==> config.mk <==
export PLATFORM = sky130hd
export DESIGN_NAME = mux_nto1_reg
export DESIGN_NICKNAME = d
export VERILOG_FILES = /design/src/rtl/mux_nto1_reg.sv
export SDC_FILE = /design/constraint.sdc
export NUM_CORES = 1
export LEC_CHECK = 0
export CAP_MARGIN = 20
export CORE_ASPECT_RATIO = 1.2
export CORE_UTILIZATION = 30
export CTS_BUF_LIST = sky130_fd_sc_hd__clkbuf_4 sky130_fd_sc_hd__clkbuf_8
export DETAILED_ROUTE_END_ITERATION = 12
export HOLD_SLACK_MARGIN = 0.1
export PLACE_DENSITY = 0.81
export SLEW_MARGIN = 20
export SYNTH_ARGS = -nofsm -noshare
export SYNTH_HDL_FRONTEND = slang
export SYNTH_SLANG_ARGS = --single-unit
==> constraint.sdc <==
create_clock -name clk -period 1.3 [get_ports clk]
set_input_delay 0.195 -clock clk [delete_from_list [all_inputs] [get_ports clk]]
set_output_delay 0.195 -clock clk [all_outputs]
set_load 0.01 [all_outputs]
==> src/rtl/mux_nto1_reg.sv <==
// Registered N-to-1 valid/ready mux, explicit select or (with MUXN_RR_EN) round-robin.
// Latency: one cycle from input transfer to out_data; one word per cycle sustained.
// Backpressure: output stall freezes the register and drops every in_ready.
module mux_nto1_reg #(
   parameter int  WIDTH    = 16,
   parameter int  CHANNELS = 4,
   localparam int SEL_W    = $clog2(CHANNELS)
) (
   input  logic                      clk,
   input  logic                      rst_n,
   input  logic [CHANNELS*WIDTH-1:0] in_data,
   input  logic [CHANNELS-1:0]       in_valid,
   output logic [CHANNELS-1:0]       in_ready,
   input  logic [SEL_W-1:0]          sel,
`ifdef MUXN_RR_EN
   input  logic                      rr_mode,
`endif
   output logic [WIDTH-1:0]          out_data,
   output logic [SEL_W-1:0]          out_chan,
   output logic                      out_valid,
   input  logic                      out_ready
);

   logic                can_accept;
   logic                sel_ok;
   logic                gnt_en;
   logic [SEL_W-1:0]    gnt_idx;
   logic [CHANNELS-1:0] rdy_vec;
   logic                xfer;

   assign can_accept = !out_valid || out_ready;
   assign sel_ok     = ({1'b0, sel} < (SEL_W+1)'(CHANNELS));

`ifdef MUXN_RR_EN
   logic [SEL_W-1:0] ptr;
   logic [SEL_W-1:0] rr_idx;
   logic             rr_found;

   // Scan from the far end so the last hit is the nearest channel after ptr.
   always_comb begin
      rr_found = 1'b0;
      rr_idx   = '0;
      for (int i = CHANNELS; i >= 1; i--) begin
         if (in_valid[(int'(ptr) + i) % CHANNELS]) begin
            rr_found = 1'b1;
            rr_idx   = SEL_W'((int'(ptr) + i) % CHANNELS);
         end
      end
   end

   always_comb begin
      gnt_idx = sel;
      gnt_en  = sel_ok;
      if (rr_mode) begin
         gnt_idx = rr_idx;
         gnt_en  = rr_found;
      end
   end

   always_ff @(posedge clk or negedge rst_n) begin
      if (!rst_n) begin
         ptr <= SEL_W'(CHANNELS - 1);
      end else if (rr_mode && xfer) begin
         ptr <= gnt_idx;
      end
   end
`else
   assign gnt_idx = sel;
   assign gnt_en  = sel_ok;
`endif

   assign rdy_vec  = gnt_en ? ({{(CHANNELS-1){1'b0}}, 1'b1} << gnt_idx) : '0;
   assign in_ready = (rst_n && can_accept) ? rdy_vec : '0;
   assign xfer     = |(in_ready & in_valid);

   always_ff @(posedge clk or negedge rst_n) begin
      if (!rst_n) begin
         out_valid <= 1'b0;
         out_data  <= '0;
         out_chan  <= '0;
      end else if (xfer) begin
         out_valid <= 1'b1;
         out_data  <= in_data[int'(gnt_idx)*WIDTH +: WIDTH];
         out_chan  <= gnt_idx;
      end else if (out_ready) begin
         out_valid <= 1'b0;
      end
   end

endmodule

After elaboration in Yosys (flattened, before gate mapping)
Cells that the tools add are included.

cells by class
  bitwise logic cells = 1
  muxes and demuxes = 3
  reduce and logical (&&, ||, !) cells = 5
  shift-type cells = 2

operators with widths
  operator             number
  $shiftx 64x7->16     1
  $and 4x4->4          1
  $mux 4               1
  $reduce_or 4->1      1
  $shl 1x2->4 const A  1
  $mux 1               2
  $reduce_bool 2->1    1
  $logic_and 1x1->1    1
  $logic_not 1->1      1
  $logic_or 1x1->1     1

storage, ports and cells
  word-level logic and storage cells = 14
  output and inout port bits = 23
  register bits = 19

Depth between registers and ports, before layout
Gate-level depths: netlist of run 1.

  depth after elaboration = 7
  depth in mapped cells = 5
  gate-level depth less buffers = 3

Worst setup path after synthesis of run 1
Ideal clock, no wire load.

  kind = input to register
  from = input sel[0]
  to = register out_data[0]
  path buffers = 2
  library setup time = 0.125 ns
  arrival time = 1.399 ns
  slack = -0.224 ns
  stages on the path = 5
  data required time = 1.175 ns
  cells stage by stage = buf_6 mux4_2 nand3_4 buf_12 mux2_4

on the way
  word-level cells in the longest chain between the ends = 4
  elaborated cells between the ends (all ways) = 5
  classes of those cells = 2 x shift; 1 x mux; 1 x bitwise; 1 x reduce/logical

ends and longest elaborated chain
  item                                                                      line  RTL
  start, declared                                                           14    input logic [SEL_W-1:0] sel,
  parallel branches: the longest is 4 deep, another holds $shiftx 64x7->16  -
  end signal, assigned                                                      83    out_data <= in_data[int'(gnt_idx)*WIDTH +: WIDTH];
  end, declared                                                             18    output logic [WIDTH-1:0] out_data,

Several ways; the timed one is not identified.
A chain may end at the register's enable or synchronous reset.

Worst setup path in the final report of run 1
  from = input in_valid[1]
  to = register out_data[0]

on the way
  word-level cells in the longest chain between the ends = 2

ends and longest elaborated chain
  item             line  RTL
  start, declared  12    input logic [CHANNELS-1:0] in_valid,
  $and 4x4->4      74    assign xfer = |(in_ready & in_valid);
  $reduce_or 4->1  74

Every way passes these cells.

==> flow_summary_export.csv, run 1 <==
group,metric,value,unit
sta,fin_worst_hold_slack,136.3,ps
place,post-dp-hpwl,3.231,mm
final_layout,drive_gt1_frac,0.4115,
final_layout,final_cell_area,2495,sq um
clocking,clk_latency,250,ps
synth,yosys.area.top_type,"dfrtp_1",
global_route,grt_pass1_wl,6.320,mm
sta,final_hold_viol_count,0,
sta,worst_pin_slew,255.4,ps
floorplan,fp.dieH,73.42,um
sta,period_share,1.018,
drt,ant_nets,0,
worst_setup_path,arrival,1460,ps
drt,drt_wl_total,4.159,mm
worst_setup_path,endpoint_kind,"flop",
final_layout,final_common_cell,"clkdlybuf4s50_1",
worst_setup_path,reg2reg_slack,-10,ps
drt,drc_errors,0,
drt,vias,1179,
run,drv_cap,0,
sta,min_period,1323,ps
global_route,antenna_found_initial,0,
final_layout,syn_to_final_growth,95.68,%
global_route,grt_pass1_vias,1321,
synth,ys_types,20,
place,dpl_cell_area,2326,sq um
worst_setup_path,timing.rr.start,"out_valid",
synth,ys_seq_area_frac,0.3729,
worst_setup_path,path_max_fanout,6,
clocking,cts.sinks,19,
floorplan,die_w,61.51,um
drt,viasPerCell,4.773,
sta,setup_slack,-22.88,ps
worst_setup_path,crit_start,"in_valid[1]",
synth,synth_warnings,0,
global_route,grt_max_degree,13,
place,routabilityCongestion,0.7450,
drt,dr.pass1.iters,4,
clocking,clockBufferDepth,2,
hold_path,hold_class,"in -> async",
drt,wl_per_cell,16.84,um
final_layout,final_cell_mix,"64 x clkdlybuf4s50_1, 20 x dlygate4sd2_1, 19 x dfrtp_1",
place,io_buffer_count,95,
clocking,cts_hold_buf,0,
worst_setup_path,r2r_end,"out_data[0]",
worst_setup_path,start_kind,"input pin",
sta,rsz0062_at_grt,"true",
synth,postSynthCellCount,80,
worst_setup_path,endpoint,"out_data[0]",
sta,fmax,755.9,MHz
worst_setup_path,crit_type,"in -> reg",
synth,synthTopCellsByArea,"dfrtp_1 37%, mux4_2 30%, mux2_4 11%",
sta,setup_viol,8,
worst_setup_path,crit_required,1440,ps
clocking,root_buffer,"clkbuf_8",
final_layout,fin_nets,266,
drt,drt_iter0_drc,48,
clocking,cts_max_level,1,
synth,synthesis.nets,153,
synth,yosysTopAreaCellShare,0.3729,
outcome,failed_checks,"setup timing",
floorplan,core_area,4004,sq um
global_route,grt_overflow,0,
synth,synthesis.area,1275,sq um
sta,slew_headroom,0.8298,
floorplan,start_util,0.3184,
floorplan,pin_count,96,
synth,synth_seq_cells,19,
floorplan,rows,25,
outcome,status,"complete, but fails checks",
sta,finalMaxSlewViolations,0,
sta,skew,3.522,ps
floorplan,dieArea,4516,sq um
clocking,clk_pin_slew,70,ps
worst_setup_path,r2r_cells,5,
clocking,numCtsBuffers,3,
clocking,cts_tree,"done",
power_and_ir_drop,irDropWorstVdd,0.0004567,V
synth,synth.avg_cell_area,15.94,sq um
power_and_ir_drop,powerDensity,932.5,nW/um^2
power_and_ir_drop,leakagePower,1.092,nW
global_route,grtUsageTotal,0.1965,
-- synth_stat cells --
master and instances:
nor3_1 2, a31oi_1 1, mux4_2 17, dfrtp_1 19, nand3_4 1, inv_1 1
nand2b_1 1, mux2_2 11, nor2_1 2, clkbuf_1 2, nand3_1 3, a31o_2 1
o2bb2ai_1 1, buf_2 3, buf_1 1, buf_6 1, mux2_4 9, buf_12 1
nand2_1 2, a22o_1 1
-- timing repair --
action / in CTS / in global routing
cloned: 2 / 0
pin swaps: 5 / 2
endpoints found under the hold margin: 0 / 0
buffers inserted: 8 / 1
endpoints found under the setup margin: 42 / 22
resized for setup: 75 / 2
-- sequential cells by signal (all words and copies together), names as in the netlist --
register,flops
out_chan,2
out_data,16
out_valid,1
-- where the power goes --
part	total, mW	switching, mW	internal [mW]
sequential	0.847	0.0972	0.750
clock	0.409	0.197	0.213
combinational	1.07	0.358	0.712
total	2.33	0.652	1.67
-- kinds of logic after synthesis --
family / synth area share
flops: 0.3729
simple gates: 0.05006
buf+inv: 0.04808
compound gates: 0.02552
mux: 0.5034
-- worst max-delay path: stages --
cell and delay (ps):
clkdlybuf4s15_2 190, mux4_2 480, nand3_4 130, buf_6 160, mux2_4 300
-- stage by stage --
stage	worst slack, ps	cells	total power, mW	TNS (ps)	utilization
floorplan	-215.0	80	1.304	-3001	-
CTS	-110.2	247	2.357	-1081	0.6313
global route	-61.43	246	2.451	-996.9	0.6225
detailed placement	-762.4	233	1.950	-15360	0.5809
finish	-22.88	247	2.327	-116.6	0.6231
global placement	-728.7	233	1.914	-14840	0.5809
-- how the worst min path moves through the flow --
stage | from | endpoint | slack, ps | cells after the start
final | rst_n | out_data[8] | 140 | 2
after global routing | rst_n | out_data[8] | 160 | 2
after CTS | rst_n | out_data[8] | 150 | 2
after detailed placement | out_data[0] | out_data[0] | 490 | 1
after global placement | out_data[10] | out_data[10] | 490 | 1
after floorplan | rst_n | out_chan[0] | -100 | 0
-- final cells by class --
type	instances	area, sq um
repair buffers	116	1117
clock buffers	3	41.29
flip-flops and latches	19	475.5
diodes	1	2.502
clock inverters	1	5.005
multi-input cells	52	782.0
well taps	54	67.56
fillers	352	1509
inverters	1	3.754
-- routing by layer --
layer	global-route usage	wire length (um)	vias to the layer above
met5	0	0	-
met4	0.07654	104	0
met3	0.03521	196	8
met2	0.3740	2471	43
met1	0.2041	1388	582
li1	-	-	546
No activity file was read; power rests on OpenSTA's default activity.
==> inputs of run 2 (changes only) <==
--- a/config.mk
+++ b/config.mk
@@ -5,7 +5,6 @@
 export SDC_FILE = /design/constraint.sdc
 export NUM_CORES = 1
 export LEC_CHECK = 0
-export CAP_MARGIN = 20
 export CORE_ASPECT_RATIO = 1.2
 export CORE_UTILIZATION = 30
 export CTS_BUF_LIST = sky130_fd_sc_hd__clkbuf_4 sky130_fd_sc_hd__clkbuf_8
==> results of run 2 <==
The final DEF is identical to that of run 1; final timing and power are the same.
==> inputs of run 3 (changes only) <==
--- a/config.mk
+++ b/config.mk
@@ -5,7 +5,6 @@
 export SDC_FILE = /design/constraint.sdc
 export NUM_CORES = 1
 export LEC_CHECK = 0
-export CORE_ASPECT_RATIO = 1.2
 export CORE_UTILIZATION = 30
 export CTS_BUF_LIST = sky130_fd_sc_hd__clkbuf_4 sky130_fd_sc_hd__clkbuf_8
 export DETAILED_ROUTE_END_ITERATION = 12
==> constraint.sdc (replaced) <==
create_clock -name clk -period 1.3 [get_ports clk]
set_input_delay 0.325 -clock clk [delete_from_list [all_inputs] [get_ports clk]]
set_output_delay 0.325 -clock clk [all_outputs]
set_load 0.01 [all_outputs]
==> flow_summary_export.csv, run 3 (synthesis results as in run 1) <==
group,metric,value,unit
worst_setup_path,endpoint_kind,"flop",
sta,worst_pin_slew,276.5,ps
clocking,numCtsBuffers,3,
final_layout,drive_gt1_frac,0.4074,
global_route,grtUsageTotal,0.1820,
run,drv_cap,0,
place,post-dp-hpwl,3.091,mm
global_route,grt_overflow,0,
final_layout,syn_to_final_growth,97.74,%
hold_path,hold_class,"in -> async",
drt,ant_nets,0,
final_layout,largest_reg_flops,16,
worst_setup_path,crit_type,"in -> reg",
sta,setup_tns,-3007,ps
final_layout,fill_cells,319,
clocking,root_buffer,"clkbuf_8",
clocking,clk_latency,250,ps
final_layout,stdcell_count,239,
place,routabilityCongestion,0.7133,
final_layout,final_common_cell,"clkdlybuf4s50_1",
drt,dr.pass1.iters,6,
clocking,clockBufferDepth,2,
floorplan,core_area,4029,sq um
floorplan,dieArea,4515,sq um
floorplan,die_w,67.19,um
clocking,cts_hold_buf,0,
worst_setup_path,crit_required,1440,ps
drt,drt_iter0_drc,38,
power_and_ir_drop,power,2.380,mW
final_layout,top_register,"out_data",
outcome,failed_checks,"setup timing",
sta,setup_slack,-175.0,ps
place,io_buffer_count,95,
floorplan,start_util,0.3165,
sta,finalMaxSlewViolations,0,
clocking,clk_pin_slew,70,ps
global_route,busiest_layer,"met2",
worst_setup_path,r2r_end,"out_data[4]",
drt,vias,1190,
floorplan,fp.dieH,67.19,um
global_route,global_route.usage.met2,0.3500,
sta,rsz0062_at_grt,"true",
sta,setup_viol,20,
outcome,status,"complete, but fails checks",
global_route,met1_usage,0.2028,
worst_setup_path,timing.rr.start,"out_valid",
worst_setup_path,arrival,1610,ps
worst_setup_path,start_kind,"input pin",
global_route,antenna_found_initial,0,
clocking,cts_tree,"done",
sta,skew,0.8192,ps
place,place_inst,230,
drt,drc_errors,0,
drt,drt_wl_total,4.054,mm
clocking,cts.sinks,19,
global_route,grt_pass1_vias,1273,
sta,fmax,677.9,MHz
worst_setup_path,reg2reg_slack,-120,ps
sta,slew_headroom,0.8157,
floorplan,pin_count,96,
sta,final_hold_viol_count,0,
power_and_ir_drop,powerDensity,944.0,nW/um^2
final_layout,fin_nets,263,
worst_setup_path,path_max_fanout,8,
floorplan,rows,23,
drt,viasPerCell,4.979,
sta,min_period,1475,ps
sta,period_share,1.135,
global_route,grt_max_degree,14,
global_route,met3_usage,0.04223,
final_layout,n_antenna_cell,0,
final_layout,final_cell_mix,"64 x clkdlybuf4s50_1, 20 x dlygate4sd2_1, 19 x dfrtp_1",
drt,wl_per_cell,16.96,um
power_and_ir_drop,leakagePower,1.113,nW
power_and_ir_drop,irDropWorstVdd,0.0004245,V
clocking,cts_max_level,1,
worst_setup_path,r2r_cells,6,
global_route,grt_pass1_wl,5.940,mm
final_layout,reg.largest.list,"out_data x16, out_chan x2, out_valid x1",
[run 3: cell count changes in the layout (fill, tap and decap cells not counted), moves of 2 or more]
cell	delta
buf_4	-5
mux2_2	-2
buf_12	+4
mux2_4	+2
clkdlybuf4s15_2	-2
[run 3: cell type report]
class	instances	area, sq um	share of cell area
multi-input combinational	52	794.5	0.3151
clock buffer	4	48.80	0.01935
timing repair buffer	113	1136	0.4506
inverter	1	3.754	0.001489
tap	50	62.56	0.02481
sequential	19	475.5	0.1886
[run 3: repair_timing]
item / in CTS / in global routing
pin swaps: 3 / 5
setup buffers: 3 / 3
resized for setup: 79 / 6
gates cloned: 2 / 0
endpoints found under the setup margin: 42 / 21
[run 3: worst max path at each step]
stage / start / endpoint / slack (ps) / cells after the start
CTS: out_valid / in_ready[2] / -260 / 5
finish: sel[0] / out_data[4] / -180 / 6
floorplan: sel[0] / out_data[0] / -340 / 5
global route: sel[0] / out_data[4] / -200 / 6
global placement: sel[0] / out_data[11] / -860 / 5
detailed placement: sel[0] / out_data[9] / -920 / 5
[run 3: power by group]
group          switching (mW)  leakage (nW)  internal, mW  total, mW
Combinational           0.364         0.866         0.740       1.10
Sequential             0.0966         0.221         0.750      0.846
Clock                   0.191        0.0262         0.238      0.430
[run 3: worst max-delay path: stages]
cell	delay [ps]
buf_8	80
mux4_2	540
nand3_4	120
buf_12	110
buf_12	120
mux2_4	300
[run 3: through the flow]
step	hold slack, ps	worst slack [ps]	utilization	cell area (sq um)
4_1_cts	272.9	-258.7	0.6252	2519
3_3_place_gp	489.1	-858.9	0.5898	2376
6_report	285.2	-175.0	0.6258	2521
5_1_grt	300.5	-198.7	0.6258	2521
2_1_floorplan	29.41	-338.8	-	1291
3_5_place_dp	501.4	-923.4	0.5898	2376
[run 3: layer usage]
metal	vias to the layer above	routed length [um]
met3	0	409
met1	585	1457
met4	0	0
met2	70	2187
met5	-	0
li1	535	-
